--- config.mk ---
export PLATFORM = sky130hd
export DESIGN_NAME = mfp_ahb_lite_single_master
export DESIGN_NICKNAME = d
export VERILOG_FILES = /design/src/rtl/mfp_ahb_lite_pkg.sv /design/src/rtl/mfp_ahb_lite_single_master.sv
export SDC_FILE = /design/constraint.sdc
export NUM_CORES = 1
export LEC_CHECK = 0
export BUFFER_PORTS_ARGS = -buffer_cell sky130_fd_sc_hd__buf_4
export CAP_MARGIN = 0
export CORE_MARGIN = 2
export CORE_UTILIZATION = 30
export CTS_CLUSTER_SIZE = 10
export DETAILED_ROUTE_END_ITERATION = 7
export PLACE_DENSITY = 0.6
export SLEW_MARGIN = 20
export SYNTH_ARGS = -nofsm -noshare
export SYNTH_HDL_FRONTEND = slang
export SYNTH_SLANG_ARGS = --single-unit
--- constraint.sdc ---
create_clock -name HCLK -period 3.8 [get_ports HCLK]
set_input_delay 0.38 -clock HCLK [delete_from_list [all_inputs] [get_ports HCLK]]
set_output_delay 0.38 -clock HCLK [all_outputs]
set_load 0.02 [all_outputs]
--- src/rtl/mfp_ahb_lite_pkg.sv ---
// Shared AHB-Lite encodings for the mfp bus masters and slaves.
// Contents: HTRANS, HSIZE, HBURST, HPROT and HRESP constant codes.
package mfp_ahb_lite_pkg;

    localparam logic [1:0] HTRANS_IDLE   = 2'b00;
    localparam logic [1:0] HTRANS_NONSEQ = 2'b10;

    localparam logic [2:0] HSIZE_BYTE = 3'b000;
    localparam logic [2:0] HSIZE_HALF = 3'b001;
    localparam logic [2:0] HSIZE_WORD = 3'b010;

    localparam logic [2:0] HBURST_SINGLE = 3'b000;

    // Data access, privileged, non-bufferable, non-cacheable.
    localparam logic [3:0] HPROT_DEFAULT = 4'b0011;

    localparam logic HRESP_OKAY  = 1'b0;
    localparam logic HRESP_ERROR = 1'b1;

endpackage

--- src/rtl/mfp_ahb_lite_single_master.sv ---
// AHB-Lite initiator: converts a valid/ready request stream into single NONSEQ transfers with
// overlapped address and data phases, and returns one response per transfer in request order.
// Ports:
//   HCLK, HRESET                 bus clock, asynchronous active-high reset
//   req_valid/req_ready          request handshake
//   req_addr/req_write/req_size  address-phase fields, driven onto the bus as-is
//   req_wdata                    write data, driven in the data phase
//   rsp_valid/rsp_rdata/rsp_err  one-cycle completion pulse with read data and error flag
//   HADDR..HWDATA                AHB master outputs
//   HRDATA/HREADY/HRESP          AHB slave returns
module mfp_ahb_lite_single_master
    import mfp_ahb_lite_pkg::*;
#(
    parameter int unsigned HADDR_WIDTH = 32,
    parameter int unsigned HDATA_WIDTH = 32
) (
    input  logic                   HCLK,
    input  logic                   HRESET,

    input  logic                   req_valid,
    output logic                   req_ready,
    input  logic [HADDR_WIDTH-1:0] req_addr,
    input  logic                   req_write,
    input  logic [2:0]             req_size,
    input  logic [HDATA_WIDTH-1:0] req_wdata,

    output logic                   rsp_valid,
    output logic [HDATA_WIDTH-1:0] rsp_rdata,
    output logic                   rsp_err,

    output logic [HADDR_WIDTH-1:0] HADDR,
    output logic [1:0]             HTRANS,
    output logic                   HWRITE,
    output logic [2:0]             HSIZE,
    output logic [2:0]             HBURST,
    output logic [3:0]             HPROT,
    output logic                   HMASTLOCK,
    output logic [HDATA_WIDTH-1:0] HWDATA,

    input  logic [HDATA_WIDTH-1:0] HRDATA,
    input  logic                   HREADY,
    input  logic                   HRESP
);

    typedef enum logic [1:0] {
        AIdle,
        AActive,
        ASuppr
    } a_state_e;

    typedef enum logic {
        DIdle,
        DBusy
    } d_state_e;

    a_state_e a_state_q, a_state_d;
    d_state_e d_state_q, d_state_d;

    // Address-phase registers (current request on the bus).
    logic [HADDR_WIDTH-1:0] haddr_q;
    logic                   hwrite_q;
    logic [2:0]             hsize_q;
    logic [HDATA_WIDTH-1:0] a_wdata_q;

    // Data-phase registers (transfer whose data phase is in progress).
    logic                   d_write_q;
    logic [HDATA_WIDTH-1:0] hwdata_q;

    logic                   rsp_valid_q;
    logic                   rsp_err_q;
    logic [HDATA_WIDTH-1:0] rsp_rdata_q;

    logic addr_done;
    logic data_done;
    logic req_take;
    logic resp_err;

    assign resp_err  = (HRESP == HRESP_ERROR);
    // Only a NONSEQ address phase hands a transfer to the data phase; the IDLE phase driven
    // while suppressed completes without creating one.
    assign addr_done = (a_state_q == AActive) && HREADY;
    assign data_done = (d_state_q == DBusy) && HREADY;

    // Combinational on HREADY so a new request can follow the previous one with no gap.
    assign req_ready = (a_state_q == AIdle) || ((a_state_q == AActive) && HREADY && !resp_err);
    assign req_take  = req_valid && req_ready;

    always_comb begin
        a_state_d = a_state_q;
        case (a_state_q)
            AIdle: begin
                if (req_valid) a_state_d = AActive;
            end
            AActive: begin
                if (HREADY) begin
                    a_state_d = req_take ? AActive : AIdle;
                end else if (resp_err) begin
                    // First error cycle: cancel the pending address, keep the request.
                    a_state_d = ASuppr;
                end
            end
            ASuppr: begin
                if (HREADY) a_state_d = AActive;
            end
            default: a_state_d = AIdle;
        endcase
    end

    always_comb begin
        d_state_d = d_state_q;
        if (addr_done) begin
            d_state_d = DBusy;
        end else if (data_done) begin
            d_state_d = DIdle;
        end
    end

    always_ff @(posedge HCLK or posedge HRESET) begin
        if (HRESET) begin
            a_state_q <= AIdle;
            d_state_q <= DIdle;
        end else begin
            a_state_q <= a_state_d;
            d_state_q <= d_state_d;
        end
    end

    always_ff @(posedge HCLK or posedge HRESET) begin
        if (HRESET) begin
            haddr_q   <= '0;
            hwrite_q  <= 1'b0;
            hsize_q   <= '0;
            a_wdata_q <= '0;
        end else if (req_take) begin
            haddr_q   <= req_addr;
            hwrite_q  <= req_write;
            hsize_q   <= req_size;
            a_wdata_q <= req_wdata;
        end
    end

    always_ff @(posedge HCLK or posedge HRESET) begin
        if (HRESET) begin
            d_write_q <= 1'b0;
            hwdata_q  <= '0;
        end else if (addr_done) begin
            d_write_q <= hwrite_q;
            hwdata_q  <= a_wdata_q;
        end
    end

    always_ff @(posedge HCLK or posedge HRESET) begin
        if (HRESET) begin
            rsp_valid_q <= 1'b0;
            rsp_err_q   <= 1'b0;
            rsp_rdata_q <= '0;
        end else begin
            rsp_valid_q <= data_done;
            if (data_done) begin
                rsp_err_q   <= resp_err;
                rsp_rdata_q <= d_write_q ? '0 : HRDATA;
            end
        end
    end

    assign HADDR     = haddr_q;
    assign HTRANS    = (a_state_q == AActive) ? HTRANS_NONSEQ : HTRANS_IDLE;
    assign HWRITE    = hwrite_q;
    assign HSIZE     = hsize_q;
    assign HBURST    = HBURST_SINGLE;
    assign HPROT     = HPROT_DEFAULT;
    assign HMASTLOCK = 1'b0;
    assign HWDATA    = hwdata_q;

    assign rsp_valid = rsp_valid_q;
    assign rsp_err   = rsp_err_q;
    assign rsp_rdata = rsp_rdata_q;

endmodule

# After elaboration in Yosys (flattened, before gate mapping)
# Index checks and enable logic that the tools add are counted.
classes:
  n_eq_ne: 5
  reduce_logical: 9
  n_mux: 10
op_table:
  columns: ["operator", "n"]
  rows:
  - ["32-bit two-way mux", 1]
  - ["2-bit two-way mux", 5]
  - ["2-bit case mux with 3 select lines", 1]
  - ["1-bit logical AND", 4]
  - ["2-bit inequality test, second input constant", 2]
  - ["1-bit two-way mux", 3]
  - ["3-bit inequality test, second input constant", 1]
  - ["3-bit AND reduction", 1]
  - ["2-bit by 1-bit equality test with 1-bit output, second input constant", 1]
  - ["2-bit equality test, second input constant", 1]
  - ["2-bit logical NOT", 1]
  - ["2-bit nonzero test", 1]
  - ["1-bit logical NOT", 1]
  - ["1-bit logical OR", 1]
totals:
  register_bits: 138
  in_bits: 105
  wordCells: 35
  out_inout_bits: 113

# Longest topological paths before layout
depth:
  ltp_word: 8
  mapped_depth: 5
  mapped_depth_nobuf: 3

# Worst setup path before layout
# OpenSTA, ideal clock, no wires.
synth_path:
  kind: "input-to-reg"
  startpoint: "in HRESP"
  endpoint: "reg a_wdata_q[0]"
  path_buffers: 2
  setup_time_ns: 0.127
  setup_slack_ns: 2.308
  arrival_ns: 1.365
  t_required_ns: 3.673
  stages: 5
  cell_sequence: "nand2b_2 -> a21oi_4 -> buf_6 -> buf_6 -> mux2_1"
synth_via:
  elab_chain_cells: 4
synth_rtl:
  columns: ["element", "line_no", "rtl"]
  rows:
  - ["start: declaration", "mfp_ahb_lite_single_master.sv:42", "input logic HRESP"]
  - ["1-bit logical NOT", "mfp_ahb_lite_single_master.sv:85", "assign req_ready = (a_state_q == AIdle) || ((a_state_q == AActive) && HREADY && !resp_err);"]
  - ["1-bit logical AND", "mfp_ahb_lite_single_master.sv:85", null]
  - ["1-bit logical OR", "mfp_ahb_lite_single_master.sv:85", null]
  - ["1-bit logical AND", "mfp_ahb_lite_single_master.sv:86", "assign req_take = req_valid && req_ready;"]
  - ["end signal: assignment", "mfp_ahb_lite_single_master.sv:138", "a_wdata_q <= req_wdata;"]
  - ["end: declaration", "mfp_ahb_lite_single_master.sv:63", "logic [HDATA_WIDTH-1:0] a_wdata_q;"]
# No other way between the ends.
# A chain may end at the register's enable or synchronous reset.

# Worst setup path in the final report
layout_path:
  startpoint: "reg a_state_q[1]"
  endpoint: "reg haddr_q[20], in the netlist HADDR[20]"
layout_via:
  elab_chain_cells: 5
  word_cells_on_any_way: 6
  classes_between: "eq/ne (1); reduce/logical (5)"
layout_rtl:
  columns: ["element", "line_no", "rtl"]
  rows:
  - ["start: declaration", "mfp_ahb_lite_single_master.sv:56", "a_state_e a_state_q, a_state_d;"]
  - ["start signal: assignment", "mfp_ahb_lite_single_master.sv:120", "a_state_q <= AIdle;"]
  - ["start signal: assignment", "mfp_ahb_lite_single_master.sv:123", "a_state_q <= a_state_d;"]
  - ["2-bit by 1-bit equality test with 1-bit output", "mfp_ahb_lite_single_master.sv:85", null]
  - ["1-bit logical AND (2 in a row)", "mfp_ahb_lite_single_master.sv:85", null]
  - ["1-bit logical OR *", "mfp_ahb_lite_single_master.sv:85", null]
  - ["1-bit logical AND *", "mfp_ahb_lite_single_master.sv:86", null]
  - ["end signal: assignment", "mfp_ahb_lite_single_master.sv:135", "haddr_q <= req_addr;"]
  - ["end: declaration", "mfp_ahb_lite_single_master.sv:60", "logic [HADDR_WIDTH-1:0] haddr_q;"]
# Every way passes the cells marked *; elsewhere a longest branch is shown, timed or not.

==> qor.csv <==
metric;value;unit
status;finished, final reports clean;
DR iter-0 viols;84;
iteration count of the initial detailed-routing pass;4;
leakage power total;3.642;nW
crit path kind;reg -> reg;
combinational share of power;34.9;%
Final Setup Violations;0;
Worst-Skew Late Latency;0.42;ns
cts bufs inserted;17;
Avg Inst Size Synth;14.03;um2
Psw;1.975;mW
setup TNS;0;ns
Final Util;43.15;%
number of I/O pins;218;
DRT antenna net count;0;
sequential power share;38.8;%
Tot GR Track Use;13.47;%
DR WL/cell;15.00;um
placed cell count;803;
Rel. slew slack;41.60;%
switching power share of the total;33.05;%
total power;5.977;mW
Post-Syn Area;0.005403;mm2
DR DRC count;0;
DRT Wirelength;12540;um
via count;3643;
Required @ worst endpoint;4.09;ns
Max-cap violations;0;
DIE AREA;0.01910;mm2
area leader, netlist;dfrtp_1;
share of cells above drive strength 1;53.54;%
Fill cells;1675;
Initial Utilization;30.28;%
die height;138.2;um
CTS tree;done;
vias in the first global route;3899;
gpl congestion;0.7880;
synth top area cells;dfrtp_1, mux2_2, mux2_1;
Layout Nets;699;
fin. max-slew vios;0;
first-pass GRT wire length;20320;um
Netlist cell types;20;
CP endpoint kind;flop;
RSZ-0062 raised after global routing;false;
Final HPWL DP;8847;um
most common cell after layout, fill and taps aside;buf_4;
yosys warns;0;
hold_ws;0.1768;ns
largest net degree at the start of global routing;79;
P_int;4.001;mW
CTS Root Buffer Type;clkbuf_16;
die width;138.2;um
P&R area growth vs syn;42.50;%
top-area cell type share of the netlist area;63.92;%
power per cell area;776.3;mW/mm2
Max VDD drop;0.3498;mV
fin cells;836;
Port-buffer cells;208;
min Tclk post-route;2.076;ns
most frequent cells in the layout;buf_4, dfrtp_1, mux2_2;
clk_skew;0.005610;ns
floorplan core area;0.01784;mm2
vias per cell;4.358;
Arr. time, crit path;2.37;ns
clock-pin slew on the worst setup and hold paths;0.06;ns
initial antenna violation count;0;
Final Hold Viols;0;
critical path launch point type;flop;
Synth Instances;385;
Hold/Removal Path Class;in -> reg;
part of the cycle the worst path needs;54.63;%
clk sinks;138;
Peak Freq;481.8;MHz
Clk pwr share;26.4;%
row cnt;49;
CTS H-tree depth;4;
Worst Tran Pin Value;0.8729;ns
register bit total from synthesis;138;
Post-CTS Setup Bufs;0;
Critical Path Fanout Max;50;
post-synthesis sequential area ratio;63.92;%
antenna fix cells;0;
grt ovf;0;
CTS max path bufs;2;
power groups by stage:
stage | Combinational, mW | Sequential [mW] | Clock [mW]
CTS | 2.12 | 2.33 | 1.62
floorplan | 0.686 | 2.80 | 0
global placement | 2.08 | 2.32 | 0
detailed placement | 2.12 | 2.35 | 0
global route | 2.22 | 2.40 | 1.69
finish | 2.08 | 2.32 | 1.57
what timing repair did:
action,4_1_cts,5_1_grt
gates resized for setup,0,0
hold buffers,1,0
hold endpoints to repair,8,0
cell usage after synthesis:
| cell | n |
|---|---|
| o32ai_1 | 1 |
| mux2_1 | 20 |
| nor2_1 | 1 |
| nand2b_2 | 1 |
| inv_1 | 4 |
| and2b_1 | 1 |
| buf_6 | 6 |
| a21oi_4 | 1 |
| a21boi_0 | 1 |
| buf_4 | 13 |
| nand2_2 | 1 |
| dfrtp_1 | 138 |
| nand2b_1 | 33 |
| mux2_2 | 82 |
| a21oi_1 | 3 |
| clkbuf_1 | 10 |
| nor2b_1 | 1 |
| nand2_1 | 33 |
| o21ai_0 | 33 |
| conb_1 | 2 |
per-layer routing:
layer | part of all wire (%) | vias up | GRT usage [%]
met3 | 7.2 | 18 | 5.577
li1 | - | 1693 | -
met1 | 40 | 1795 | 15.38
met5 | 0 | - | 0
met2 | 51 | 137 | 22.62
met4 | 1.8 | 0 | 5.209
worst max-delay path, stage by stage, from the launching register on:
cell      delay (ns)
dfrtp_1         0.42
nand2b_1        0.20
a21oi_4         0.57
buf_12          0.36
mux2_2          0.38
logic make-up after synthesis:
group | share of synthesized area, %
other | 0.1390
muxes | 21.26
and+or+nand+nor | 6.716
buffers and inverters | 4.029
AOI/OAI and AO/OA | 3.937
DFF | 63.92
per-stage QoR:
step                      cell area (um2)  setup slack [ns]
final                                7699             1.724
after global routing                 7699             1.552
after CTS                            7694             1.698
after detailed placement             7128             1.574
after global placement               7128             1.616
after floorplan                      5433             1.699
layout make-up:
type,count,area (um2),share of cell area (%)
flip-flops and latches,138,3453,44.86
multi-input cells,221,1765,22.93
repair buffers,212,1619,21.03
clock buffers,23,457.9,5.948
well taps,229,286.5,3.722
clock inverters,9,97.59,1.268
inverters,4,18.77,0.2438
state kept, by name (all words and copies together) (netlist names):
register   flops
a_state_q      2
d_write_q      1
rsp_err        1
rsp_valid      1
d_state_q      1
HADDR         32
HSIZE          3
rsp_rdata     32
a_wdata_q     32
HWRITE         1
HWDATA        32
worst paths after layout:
| check | startpoint | end | slack, ns | cells past startpoint |
|---|---|---|---|---|
| worst min-delay path | req_wdata[4] | a_wdata_q[4] | 0.18 | 2 |
| worst min register to register | a_wdata_q[4] | a_wdata_q[4] | 0.48 | 1 |
| max in group asynchronous | HRESET | HADDR[9] | 2.43 | 4 |
| worst max-delay path | a_state_q[1] | HADDR[20] | 1.72 | 4 |
| min in group asynchronous | HRESET | HWDATA[31] | 0.46 | 3 |
| worst max register to register | a_state_q[1] | HADDR[20] | 1.72 | 4 |
Power figures use the tool's default switching activity.
